`src/rtl/mult_share_arbiter.sv`:
```
// Two-requester arbiter sharing one combinational 4x4 multiplier, with a
// valid/ready response channel. Define MULT_RR_EN for round-robin tie-break.
module wallace_tree_multiplier (
  input  logic [3:0] A,
  input  logic [3:0] B,
  output logic [7:0] product
);
  logic [7:0] pp [4];
  logic [7:0] s1, c1, s2, c2;

  // Carry-save reduction of the four partial-product rows, then one final add.
  always_comb begin
    for (int unsigned i = 0; i < 4; i++) begin
      pp[i] = {4'b0000, A & {4{B[i]}}} << i;
    end
    s1      = pp[0] ^ pp[1] ^ pp[2];
    c1      = ((pp[0] & pp[1]) | (pp[0] & pp[2]) | (pp[1] & pp[2])) << 1;
    s2      = s1 ^ c1 ^ pp[3];
    c2      = ((s1 & c1) | (s1 & pp[3]) | (c1 & pp[3])) << 1;
    product = s2 + c2;
  end
endmodule

module mult_share_arbiter #(
  parameter int unsigned WAIT_CYCLES = 1,
  parameter int unsigned OP_W        = 4
) (
  input  logic              clk,
  input  logic              rst_n,
  input  logic              req0_valid,
  output logic              req0_ready,
  input  logic [OP_W-1:0]   req0_a,
  input  logic [OP_W-1:0]   req0_b,
  input  logic              req1_valid,
  output logic              req1_ready,
  input  logic [OP_W-1:0]   req1_a,
  input  logic [OP_W-1:0]   req1_b,
  output logic              rsp_valid,
  input  logic              rsp_ready,
  output logic              rsp_id,
  output logic [2*OP_W-1:0] rsp_product,
  output logic              busy
);
  typedef enum logic [1:0] {
    ST_IDLE = 2'd0,
    ST_WAIT = 2'd1,
    ST_RESP = 2'd2
  } state_e;

  localparam logic [3:0] WAIT_LD = 4'(WAIT_CYCLES);

  state_e              state_q;
  logic [OP_W-1:0]     op_a_q, op_b_q;
  logic                id_q;
  logic                last_grant_q;
  logic [3:0]          cnt_q;
  logic                rsp_valid_q;
  logic                rsp_id_q;
  logic [2*OP_W-1:0]   rsp_product_q;
  logic                busy_q;

  logic                grant_vld_d;
  logic                grant_id_d;
  logic [OP_W-1:0]     op_a_d, op_b_d;
  logic [2*OP_W-1:0]   mult_p;

  wallace_tree_multiplier u_mult (
    .A       (op_a_q),
    .B       (op_b_q),
    .product (mult_p)
  );

  always_comb begin
    grant_vld_d = req0_valid | req1_valid;
    grant_id_d  = 1'b0;
    if (req0_valid && req1_valid) begin
`ifdef MULT_RR_EN
      grant_id_d = ~last_grant_q;
`else
      grant_id_d = 1'b0;
`endif
    end else if (req1_valid) begin
      grant_id_d = 1'b1;
    end
    op_a_d = grant_id_d ? req1_a : req0_a;
    op_b_d = grant_id_d ? req1_b : req0_b;
  end

`ifndef MULT_RR_EN
  // Fixed priority still tracks the last grant; it simply has no consumer.
  logic unused_last_grant;
  assign unused_last_grant = last_grant_q;
`endif

  assign req0_ready  = (state_q == ST_IDLE) && grant_vld_d && !grant_id_d;
  assign req1_ready  = (state_q == ST_IDLE) && grant_vld_d &&  grant_id_d;
  assign rsp_valid   = rsp_valid_q;
  assign rsp_id      = rsp_id_q;
  assign rsp_product = rsp_product_q;
  assign busy        = busy_q;

  always_ff @(posedge clk or negedge rst_n) begin
    if (!rst_n) begin
      state_q       <= ST_IDLE;
      op_a_q        <= '0;
      op_b_q        <= '0;
      id_q          <= 1'b0;
      last_grant_q  <= 1'b1;
      cnt_q         <= '0;
      rsp_valid_q   <= 1'b0;
      rsp_id_q      <= 1'b0;
      rsp_product_q <= '0;
      busy_q        <= 1'b0;
    end else begin
      case (state_q)
        ST_IDLE: begin
          if (grant_vld_d) begin
            op_a_q       <= op_a_d;
            op_b_q       <= op_b_d;
            id_q         <= grant_id_d;
            last_grant_q <= grant_id_d;
            cnt_q        <= WAIT_LD;
            busy_q       <= 1'b1;
            state_q      <= ST_WAIT;
          end
        end
        ST_WAIT: begin
          cnt_q <= cnt_q - 4'd1;
          if (cnt_q == 4'd1) begin
            rsp_product_q <= mult_p;
            rsp_valid_q   <= 1'b1;
            rsp_id_q      <= id_q;
            state_q       <= ST_RESP;
          end
        end
        ST_RESP: begin
          if (rsp_ready) begin
            rsp_valid_q <= 1'b0;
            busy_q      <= 1'b0;
            state_q     <= ST_IDLE;
          end
        end
        default: begin
          state_q <= ST_IDLE;
          busy_q  <= 1'b0;
        end
      endcase
    end
  end
endmodule

```
`config.mk`:
```
export PLATFORM = sky130hd
export DESIGN_NAME = mult_share_arbiter
export DESIGN_NICKNAME = d
export VERILOG_FILES = /design/src/rtl/mult_share_arbiter.sv
export SDC_FILE = /design/constraint.sdc
export NUM_CORES = 1
export LEC_CHECK = 0
export ABC_CLOCK_PERIOD_IN_PS = 4120
export CORE_MARGIN = 2
export CORE_UTILIZATION = 35
export DETAILED_ROUTE_END_ITERATION = 10
export DONT_BUFFER_PORTS = 1
export GPL_TIMING_DRIVEN = 0
export PLACE_DENSITY_LB_ADDON = 0.05
export SLEW_MARGIN = 20
export SYNTH_ARGS = -nofsm -noshare
export SYNTH_HDL_FRONTEND = slang
export SYNTH_HIERARCHICAL = 1
export SYNTH_SLANG_ARGS = --single-unit
```
`constraint.sdc`:
```
create_clock -name clk -period 4.12 [get_ports clk]
set_clock_uncertainty 0.15 [all_clocks]
set_input_delay 0.824 -clock clk [delete_from_list [all_inputs] [get_ports clk]]
set_output_delay 0.824 -clock clk [all_outputs]
set_load 0.01 [all_outputs]
```
==> out/qor.txt <==
Outcome - complete, no violations
Seq cells post-synth - 26
Mapped Nets - 193
Most frequent CP cell - fa_1
Primary FF master, synth - dfrtp_1
Post-CTS sizing - 0
Post-synthesis sequential area ratio - 39.4%
Worst Path Max Fanout - 6
Startpoint Class - register
Critical Path AT - 2980 ps
Core Area - 4440 um2
Mapped cell area - 1650 um2
Number of flops mapped to enable cells by yosys - 0
VDD IR-drop max - 0.000269 V
HPWL Detailed - 2590 um
Vias - 1129
Final worst slack - 1160 ps
Cell variety after synth - 32
Drt via density - 5.30
CTS tree - yes
Worst path bufs/invs - 2
Clock-pin slew on the worst setup and hold paths - 100 ps
Yosys top cell by area - dfrtp_1
Drt drc - 0
CP Class - reg2reg
Total GRT Usage - 14.2%
Yosys top cell area share - 39.4%
Mapped Cells - 157
Gr busiest metal - met2
First-pass GRT wire length - 5750 um
DR WL/cell - 16.0 um
Place WS - 1140 ps
CTS Hold Bufs - 0
CTS Root Cell - clkbuf_8
Worst min path class - in2async
Final WL - 3420 um
Final TNS setup - 0 ps
Cell with the most instances after synthesis - dfrtp_1
Routed Antenna Nets - 0
Gate family responsible for the most delay along the worst path - adder cells
Number of max-cap violations - 0
RSZ-0062 raised after global routing - false
Slowest cell delay on critical path - 540 ps
Worst Setup End Kind - register
Rel. slew slack - 64.9%
Achievable Freq - 337 MHz
Pwr Density - 848 nW/um2
Area delta synth->final - 8.26%
PortBufs - 0
IO Pins - 34
Hold Vio Cnt, Final - 0
Overflow after GRT - 0
Initial antenna violation count - 0
DRT Pass-1 Iters - 4
GRT met1 Usage - 20.4%
Detailed Route Iter0 Violations - 23
FFs w/ async S/R, synth - 100%
Final Setup Violations - 0
Top cells by count, synth - dfrtp_1, o21ai_0, nand2_1
Gpl congestion - 0.748
Syn_area_per_cell - 10.5 um2
Slowest cell on the critical path - fa_1
M2 GR Usage - 20.9%
Tmin final - 2960 ps
Number of diodes - 0
CTS Sinks - 26
Final period util - 71.9%
CTS H-Tree Depth - 1
Initial core utilization - 37.1%
Largest net degree at the start of global routing - 27
Share of cells above drive strength 1 - 15.5%
CP Cell Sequence - nand2_1 > fa_1 > inv_1 > fa_1 > ha_1 > inv_1 > fa_1 > xnor2_1 > mux2_4
Row count - 24
Met3 Use GR - 2.90%
Synth warnings - 6
Chip height - 72.7 um
CP required - 4140 ps
Worst-skew pair later-pin latency - 270 ps
Number of global-route vias before repair - 1127
Final Max Tran Viols - 0
Synth top area cells - dfrtp_1, fa_1, mux2_4
# nets final - 198
Worst Max-Slew Pin Slew - 526 ps
Bufs on Longest Clock Path - 2
CTS Buf Count - 3
Die footprint - 5280 um2
Post-CTS setup buffers - 0
Die X - 72.7 um
Static Leak - 0.839 nW
[worst register-to-register path, stage by stage (launching register included)]
cell and delay (ps):
dfrtp_1 450, nand2_1 120, fa_1 540, inv_1 50, fa_1 530, ha_1 160
inv_1 50, fa_1 400, xnor2_1 140, mux2_4 260
[metal layers]
| metal | vias to the layer above | share of wire, % |
|---|---|---|
| li1 | 542 | - |
| met2 | 39 | 43 |
| met3 | 4 | 4.6 |
| met5 | - | 0 |
| met4 | 0 | 1.6 |
| met1 | 544 | 51 |
[worst paths after layout]
| path | startpoint | endpoint | slack, ps | cells after the start |
|---|---|---|---|---|
| hold / removal | rst_n | rsp_product[4] | 80 | 0 |
| setup reg to reg | op_b_q[0] | rsp_product[5] | 1160 | 9 |
| max in group asynchronous | rst_n | op_b_q[1] | 3670 | 0 |
| hold reg to reg | id_q | id_q | 370 | 2 |
| setup / recovery | op_b_q[0] | rsp_product[5] | 1160 | 9 |
| min in group clk | id_q | id_q | 370 | 2 |
[state kept, by name, summed over array words and instances, names as in the netlist]
| name | flops |
|---|---|
| cnt_q | 4 |
| op_a_q | 4 |
| op_b_q | 4 |
| rsp_product | 8 |
| state_q | 2 |
| id_q | 1 |
| busy | 1 |
| rsp_valid | 1 |
| rsp_id | 1 |
[stage by stage]
stage               hold WS, ps  cells  cell area [um2]  util [%]  power [mW]
floorplan                   313    157             1650         -        1.14
global placement            349    209             1720      38.6        1.29
detailed placement          365    209             1720      38.6        1.32
CTS                        71.7    213             1790      40.2        1.54
global route               62.0    213             1790      40.2        1.68
finish                     79.9    213             1790      40.2        1.52
[power by group]
part / total [mW] / leakage, nW / internal [mW] / switching (mW)
Sequential: 0.522 / 0.317 / 0.374 / 0.148
Combinational: 0.777 / 0.486 / 0.404 / 0.373
Clock: 0.216 / 0.0357 / 0.130 / 0.0863
Total: 1.52 / 0.839 / 0.908 / 0.607
[kinds of logic after synthesis]
kind of cell             count (synthesis)  synth area share [%]
AO/OA/AOI/OAI                           36                  13.3
flip-flops                              26                  39.4
multiplexers                             9                  7.96
XOR/XNOR                                 4                  2.12
AND/OR/NAND/NOR                         49                  17.3
buffers and inverters                   18                  5.84
adder cells (fa/ha/maj)                 15                  14.1
[placed cells by master (no fill, tap or decap), drive strengths merged]
cell type	netlist	final
nor2b	10	10
dfrtp	26	26
and2	10	10
a22oi	8	8
xnor2	3	3
a21oi	3	3
or2	1	1
nor2	8	8
nor3b	2	2
nand2	13	13
fa	6	6
bufinv	0	1
buf	6	6
nor3	1	1
ha	9	9
clkbuf	1	4
o22ai	2	2
inv	11	11
o21ai	14	14
nand2b	3	3
xor2	1	1
a31oi	8	8
mux2	9	9
a21o	1	1
nand3b	1	1
[cell type report]
cell class | instances | area (um2)
Fill cell | 450 | 2660
Multi-Input combinational cell | 113 | 903
Sequential cell | 26 | 651
Tap cell | 52 | 65.1
Buffer | 7 | 55.1
Clock buffer | 3 | 41.3
Inverter | 11 | 41.3
Clock inverter | 1 | 30.0
No activity file was read; power rests on OpenSTA's default activity.
